--- src/rtl/pci_rx_buffer.sv ---
// PCI target receive FIFO: byte-masked write capture, burst tracking, TRDY# throttle, FWFT read port.
// Optional parity storage/check enabled by defining PCI_RX_BUFFER_PARITY_EN.
module pci_rx_buffer #(
    parameter int DEPTH    = 8,
    parameter int AW       = 3,
    parameter int HEADROOM = 1
) (
    input  logic          Clk,
    input  logic          Rst_n,
    input  logic          Wr_Valid,
    input  logic [31:0]   Wr_Data,
    input  logic [3:0]    Wr_BE,
    input  logic          Wr_Last,
`ifdef PCI_RX_BUFFER_PARITY_EN
    input  logic          Wr_Par,
    output logic          Rd_Par,
    output logic          Par_Err,
`endif
    output logic          Stop,
    input  logic          Rd_En,
    output logic [31:0]   Rd_Data,
    output logic [3:0]    Rd_BE,
    output logic          Rd_Last,
    output logic          Empty,
    output logic          Full,
    output logic [AW:0]   Count,
    output logic [AW:0]   Bursts,
    output logic          Ovf,
    input  logic          Clr_Ovf
);

`ifdef PCI_RX_BUFFER_PARITY_EN
    localparam int EW = 38;
`else
    localparam int EW = 37;
`endif
    localparam logic [AW:0] DEPTH_W    = (AW+1)'(DEPTH);
    localparam logic [AW:0] HEADROOM_W = (AW+1)'(HEADROOM);

    typedef enum logic {IDLE, ACTIVE} state_t;

    logic [EW-1:0] mem [DEPTH];
    logic [AW-1:0] wr_ptr, rd_ptr;
    logic [AW:0]   count_q, bursts_q;
    logic          ovf_q;
    state_t        state_q, state_d;
    logic [31:0]   masked_data;
    logic [EW-1:0] wr_entry, head;
    logic          push, pop, burst_inc, burst_dec;

    always_comb begin
        masked_data = '0;
        for (int i = 0; i < 4; i++)
            masked_data[8*i +: 8] = Wr_BE[i] ? 8'h00 : Wr_Data[8*i +: 8];
    end

`ifdef PCI_RX_BUFFER_PARITY_EN
    assign wr_entry = {Wr_Par, Wr_Last, Wr_BE, masked_data};
`else
    assign wr_entry = {Wr_Last, Wr_BE, masked_data};
`endif

    assign head      = mem[rd_ptr];
    assign Empty     = (count_q == '0);
    assign Full      = (count_q == DEPTH_W);
    // Full is sampled before any same-cycle pop, so a write at Count=DEPTH is dropped.
    assign push      = Wr_Valid & ~Full;
    assign pop       = Rd_En & ~Empty;
    assign burst_inc = push & Wr_Last;
    assign burst_dec = pop & head[36];

    always_ff @(posedge Clk) begin
        if (push)
            mem[wr_ptr] <= wr_entry;
    end

    always_ff @(posedge Clk or negedge Rst_n) begin
        if (!Rst_n) begin
            wr_ptr   <= '0;
            rd_ptr   <= '0;
            count_q  <= '0;
            bursts_q <= '0;
            ovf_q    <= 1'b0;
            state_q  <= IDLE;
        end else begin
            state_q <= state_d;
            if (push)
                wr_ptr <= wr_ptr + 1'b1;
            if (pop)
                rd_ptr <= rd_ptr + 1'b1;
            if (push && !pop)
                count_q <= count_q + 1'b1;
            else if (pop && !push)
                count_q <= count_q - 1'b1;
            if (burst_inc && !burst_dec)
                bursts_q <= bursts_q + 1'b1;
            else if (burst_dec && !burst_inc)
                bursts_q <= bursts_q - 1'b1;
            if (Wr_Valid && Full)
                ovf_q <= 1'b1;
            else if (Clr_Ovf)
                ovf_q <= 1'b0;
        end
    end

    // Burst tracking follows every completed phase, dropped or not.
    always_comb begin
        state_d = state_q;
        Stop    = ((DEPTH_W - count_q) <= HEADROOM_W);
        case (state_q)
            IDLE:   if (Wr_Valid && !Wr_Last) state_d = ACTIVE;
            ACTIVE: begin
                if (ovf_q)
                    Stop = 1'b1;
                if (Wr_Valid && Wr_Last)
                    state_d = IDLE;
            end
            default: state_d = IDLE;
        endcase
    end

    assign Count   = count_q;
    assign Bursts  = bursts_q;
    assign Ovf     = ovf_q;
    assign Rd_Data = Empty ? 32'h0 : head[31:0];
    assign Rd_BE   = Empty ? 4'hF  : head[35:32];
    assign Rd_Last = Empty ? 1'b0  : head[36];

`ifdef PCI_RX_BUFFER_PARITY_EN
    logic par_err_q;

    always_ff @(posedge Clk or negedge Rst_n) begin
        if (!Rst_n)
            par_err_q <= 1'b0;
        else if (push && (^{Wr_Data, Wr_BE, Wr_Par}))
            par_err_q <= 1'b1;
        else if (Clr_Ovf)
            par_err_q <= 1'b0;
    end

    assign Par_Err = par_err_q;
    assign Rd_Par  = Empty ? 1'b0 : head[37];
`endif

endmodule
--- config.mk ---
export PLATFORM = sky130hd
export DESIGN_NAME = pci_rx_buffer
export DESIGN_NICKNAME = d
export VERILOG_FILES = /design/src/rtl/pci_rx_buffer.sv
export SDC_FILE = /design/constraint.sdc
export NUM_CORES = 1
export LEC_CHECK = 0
export BUFFER_PORTS_ARGS = -buffer_cell sky130_fd_sc_hd__buf_2
export CAP_MARGIN = 10
export CORE_MARGIN = 8
export CORE_UTILIZATION = 25
export CTS_BUF_LIST = sky130_fd_sc_hd__clkbuf_8
export DETAILED_ROUTE_END_ITERATION = 6
export PLACE_DENSITY_LB_ADDON = 0.2
export REMOVE_ABC_BUFFERS = 1
export SLEW_MARGIN = 30
export SYNTH_ARGS = -nofsm -noshare
export SYNTH_HDL_FRONTEND = slang
export SYNTH_SLANG_ARGS = --single-unit
--- constraint.sdc ---
create_clock -name Clk -period 11.7 [get_ports Clk]
set_clock_uncertainty 0.2 [all_clocks]
set_input_delay 1.755 -clock Clk [delete_from_list [all_inputs] [get_ports Clk]]
set_output_delay 1.755 -clock Clk [all_outputs]
set_load 0.01 [all_outputs]
# Word level (Yosys, flattened, before mapping)
# Memory sizes are Yosys's and may differ from the RTL's.
# Index checks and enable logic that the tools add are counted.
[op_classes]
add_sub_neg = 7
magnitude_cmp = 1
n_eq_ne = 1
n_mux = 20
n_bitwise = 7
n_reduce_logical = 16
[op_table]
columns = ["cell", "n"]
rows = [
  ["32-bit two-way mux", 1],
  ["8-bit two-way mux", 4],
  ["4-bit two-way mux", 5],
  ["1-bit two-way mux", 9],
  ["4-bit by 1-bit adder with 4-bit output, second input constant", 2],
  ["4-bit by 1-bit subtractor with 4-bit output, second input constant", 2],
  ["1-bit logical AND", 7],
  ["3-bit by 1-bit adder with 3-bit output, second input constant", 2],
  ["2-bit nonzero test", 3],
  ["1-bit logical NOT", 5],
  ["1-bit AND", 4],
  ["4-bit == test, second input constant", 1],
  ["4-bit by 1-bit less-or-equal comparator with 1-bit output, second input constant", 1],
  ["4-bit logical NOT", 1],
  ["4-bit subtractor, first input constant", 1],
  ["1-bit NOT", 3],
  ["1-bit one-hot mux with 2 select lines", 1],
]
[word_totals]
ff_bits = 16
ram_bits = 296
in_bits = 42
output_inout_bits = 49
memories = 1
[memory_table]
columns = ["memory", "depth", "width", "read_ports", "rd_clocked_by_memory_dff", "write_ports", "line_no", "rtl"]
rows = [
  ["mem", 8, 37, 1, 0, 1, "42", "logic [EW-1:0] mem [DEPTH];"],
]

# Longest topological paths before layout
[logic_depth]
word_depth = 8
mapped_depth = 10

# Least setup slack after synthesis
# Ideal clock, no wire load.
[synth_path]
path_type = "input to register"
start = "input port Wr_Valid"
end = "memory mem[0][0] (enable)"
setup_ns = 0.524
t_arrival_ns = 5.389
slack_ns = 5.587
stages = 2
cell_sequence = "nand2_2 > nor4_1"
[synth_via]
elab_chain_cells = 3
[synth_lines]
columns = ["element", "line_no", "rtl"]
rows = [
  ["start: declaration", "10", "input logic Wr_Valid,"],
  ["1-bit AND", "67", "assign push = Wr_Valid & ~Full;"],
  ["1-bit two-way mux", "73", "if (push)"],
  ["1-bit two-way mux (implied by the code)", "74", "mem[wr_ptr] <= wr_entry;"],
  ["end: declaration", "42", ""],
]
# No other way between the ends.

# Final worst setup path
[layout_path]
start = "register rd_ptr[0]"
end = "output port Rd_BE[2]"
[layout_via]
elab_chain_cells = 2
[layout_lines]
columns = ["element", "line_no", "rtl"]
rows = [
  ["start: declaration", "43", "logic [AW-1:0] wr_ptr, rd_ptr;"],
  ["start signal: assignment", "90", "rd_ptr <= rd_ptr + 1'b1;"],
  ["memory 8 x 37 bit", "n/a", ""],
  ["4-bit two-way mux", "126", "assign Rd_BE = Empty ? 4'hF : head[35:32];"],
  ["end: declaration", "22", "output logic [3:0] Rd_BE,"],
]
# No other way between the ends.

==> impl_metrics.toml <==
[status]
status = "finished clean"

[sta]
relSlewSlack = 0.391
hold_viol = 0
timing.hold.ws_ps = 296
rsz0062_at_grt = "false"
tightest_slew_ps = 909
max_freq_mhz = 187
finalWorstSetupSlack_ps = 6340
slew_violations = 0
setup-violations-final = 0
fin_crit_sh = 0.458
period_needed_ps = 5360
fin_tns_setup_ps = 0

[place]
place_inst = 1313
place.gp.congestion = 0.673
hpwl_um = 17500
postPlaceCellArea_sq_mm = 0.0136
io_buffers = 90
preCtsSetupSlack_ps = 6840

[synth]
synth_top_area_frac = 0.723
netlist_area_sq_mm = 0.0123
yosysWarningCount = 0
synth_area_leader_cell = "edfxtp_1"
yosysSeqAreaShare = 0.755
synth.avg_cell_area_sq_um = 21.5
syn_inst = 573
synth.area.top_cells = "edfxtp_1 (72%), mux4_2 (14%), dfrtp_1 (3.3%), a22o_1 (2.1%), nor2b_1 (1.6%)"
synth-seq-cells = 312
yosys.cell_types.count = 40

[floorplanning]
fp.coreArea_sq_mm = 0.0487
die-area_sq_mm = 0.0565
die_h_um = 238
row_count = 81
start_util = 0.252
ioPinCount = 91
die_w_um = 238

[worst_setup_path]
cp_data_arrival_time_ps = 3400
path_buf_inv = 2
critPathMaxStageDelay_ps = 970
slowest_stage = "dfrtp_4"
cp-start-kind = "register"
cp_top_family = "flip-flops"
reg2regPathDepth = 9
cp_cell_sequence = "buf_4, mux4_2, o22a_1, buf_2"
critical_path_class = "register to output pin"
cp-end-kind = "output pin"
cp.depth = 4
path_max_fanout = 40
required_ps = 9750

[global_route]
track_usage = 0.106
grt-ovfl-total = 0
grt_pass1_wl_um = 44400
grt_max_degree = 59
grt_pass1_vias = 6835
antenna_found_initial = 1

[route]
drc = 0
drtIter0Drc = 400
viasPerCell = 4.29
wirelength_um = 30000
wire_per_inst_um = 21.2
vias = 6072
first_pass_iters = 4
ant_nets = 0

[finish]
finalNonFillerCells = 1414
multiInputGateArea_sq_mm = 0.00287
fillCellCount = 4788
drive_gt1_frac = 0.363
design_area_sq_mm = 0.0146
layout.nets = 758
area_delta_synth_final_pct = 18.3
insertedDiodeCount = 0
ff_latch_area_sq_mm = 0.00930

[clock_tree]
clk_pin_slew_ps = 60
hold_buffers = 0
cts.sink_count = 312
cts_setup_buffers = 0
clockBufferDepth = 3
root_buffer = "clkbuf_8"
clock_latency_ps = 620
cts_max_level = 2
tritoncts = "built"
ctsResizeCount = 0
cts_made_buffers = 55

[job]
cap_violations = 0

[worst_hold_path]
min_path_type = "register to register"
min_path_cells = 2

[pwr]
leakagePower_nw = 4.86
ir_worst_vdd_v = 0.000121
power_density_mw_per_mm2 = 249
placed cells by master, fill, tap and decap left out, types with 5 or more instances in the layout:
master and count:
edfxtp_1 296, buf_2 90, mux4_2 74, clkbuf_8 55, nor2b_1 32, a22o_1 30
clkinv_1 19, inv_1 18, dfrtp_1 14, buf_4 14, clkinv_2 12, nand3_1 9
nand2_1 9, xnor2_1 8, ha_1 8, mux2_2 5
synth_stat cells:
master,number
edfxtp_1,296
mux4_2,74
nor2b_1,32
a22o_1,30
dfrtp_1,16
clkbuf_1,12
buf_2,9
nand2_1,9
nand3_1,9
ha_1,8
xnor2_1,8
inv_1,7
nor3_1,6
mux2_2,5
a21oi_1,4
nor2_1,4
o211ai_1,4
o22a_1,4
buf_8,3
o21ai_0,3
a2111o_1,2
a22o_2,2
buf_1,2
buf_6,2
fa_1,2
mux2i_1,2
nand2b_1,2
nand3b_1,2
or3_1,2
or4_1,2
and2_2,1
and2_4,1
and3_1,1
nand2_2,1
nand4b_1,1
nor4_1,1
o22ai_1,1
or2b_1,1
or4_4,1
or4b_2,1
cell type report:
class	instances	share of cell area
sequential	312	0.639
multi-input combinational	226	0.197
tap	664	0.0571
clock buffer	55	0.0520
timing repair buffer	104	0.0382
clock inverter	46	0.0147
inverter	7	0.00181
worst register-to-register path, cell delays in order (launching register included):
cell and delay [ps]:
dfrtp_4 620, mux4_2 550, mux2_2 310, nand3_1 120, ha_1 270, inv_1 140
ha_1 380, or4_1 540, o211ai_1 110, o211ai_1 100
flip-flops by register name (all words and copies together) (netlist names), named ones only:
register / flops
Ovf: 1
wr_ptr: 3
mem: 296
Bursts: 4
rd_ptr: 3
Count: 4
path summary, 6_finish.rpt:
kind                                        from               endpoint  slack (ps)
max                        rd_ptr[0]$_DFFE_PN0P_               Rd_BE[2]        6340
min                                     register               register         300
max reg2reg                rd_ptr[1]$_DFFE_PN0P_  Bursts[3]$_DFFE_PN0P_        8230
min reg2reg                             register               register         300
max in group asynchronous                  Rst_n  rd_ptr[0]$_DFFE_PN0P_       10090
min in group asynchronous                  Rst_n        Ovf$_DFFE_PN0P_         880
report_power, final:
| part | switching, mW | total [mW] | leakage [nW] | internal [mW] |
|---|---|---|---|---|
| logic | 0.649 | 1.19 | 1.40 | 0.542 |
| clock network | 0.444 | 0.886 | 0.546 | 0.441 |
| registers | 0.126 | 1.54 | 2.92 | 1.41 |
cell families (layout without fill, tap and decap cells):
family,after synthesis,count (layout),share of synthesized area
DFF,312,312,0.755
muxes,81,81,0.142
buffers and inverters,35,212,0.0156
xor gates and xnor gates,8,8,0.00570
AOI/OAI and AO/OA,50,50,0.0335
adders and majority gates,10,10,0.0114
and+or+nand+nor,77,77,0.0367
through the flow:
stage                      util  power [mW]
final                     0.299        3.62
after detailed placement  0.279        2.81
after global placement    0.279        2.78
after floorplan               -        2.33
after CTS                 0.299        3.72
after global routing      0.299        3.83
per-layer routing:
metal	wire (um)	GRT usage	vias to the layer above
li1	-	-	2673
met1	12800	0.129	3228
met2	15300	0.185	116
met3	1210	0.0251	55
met4	697	0.0335	0
met5	0	0	-
Note: power is estimated with default switching activity, not from simulation.
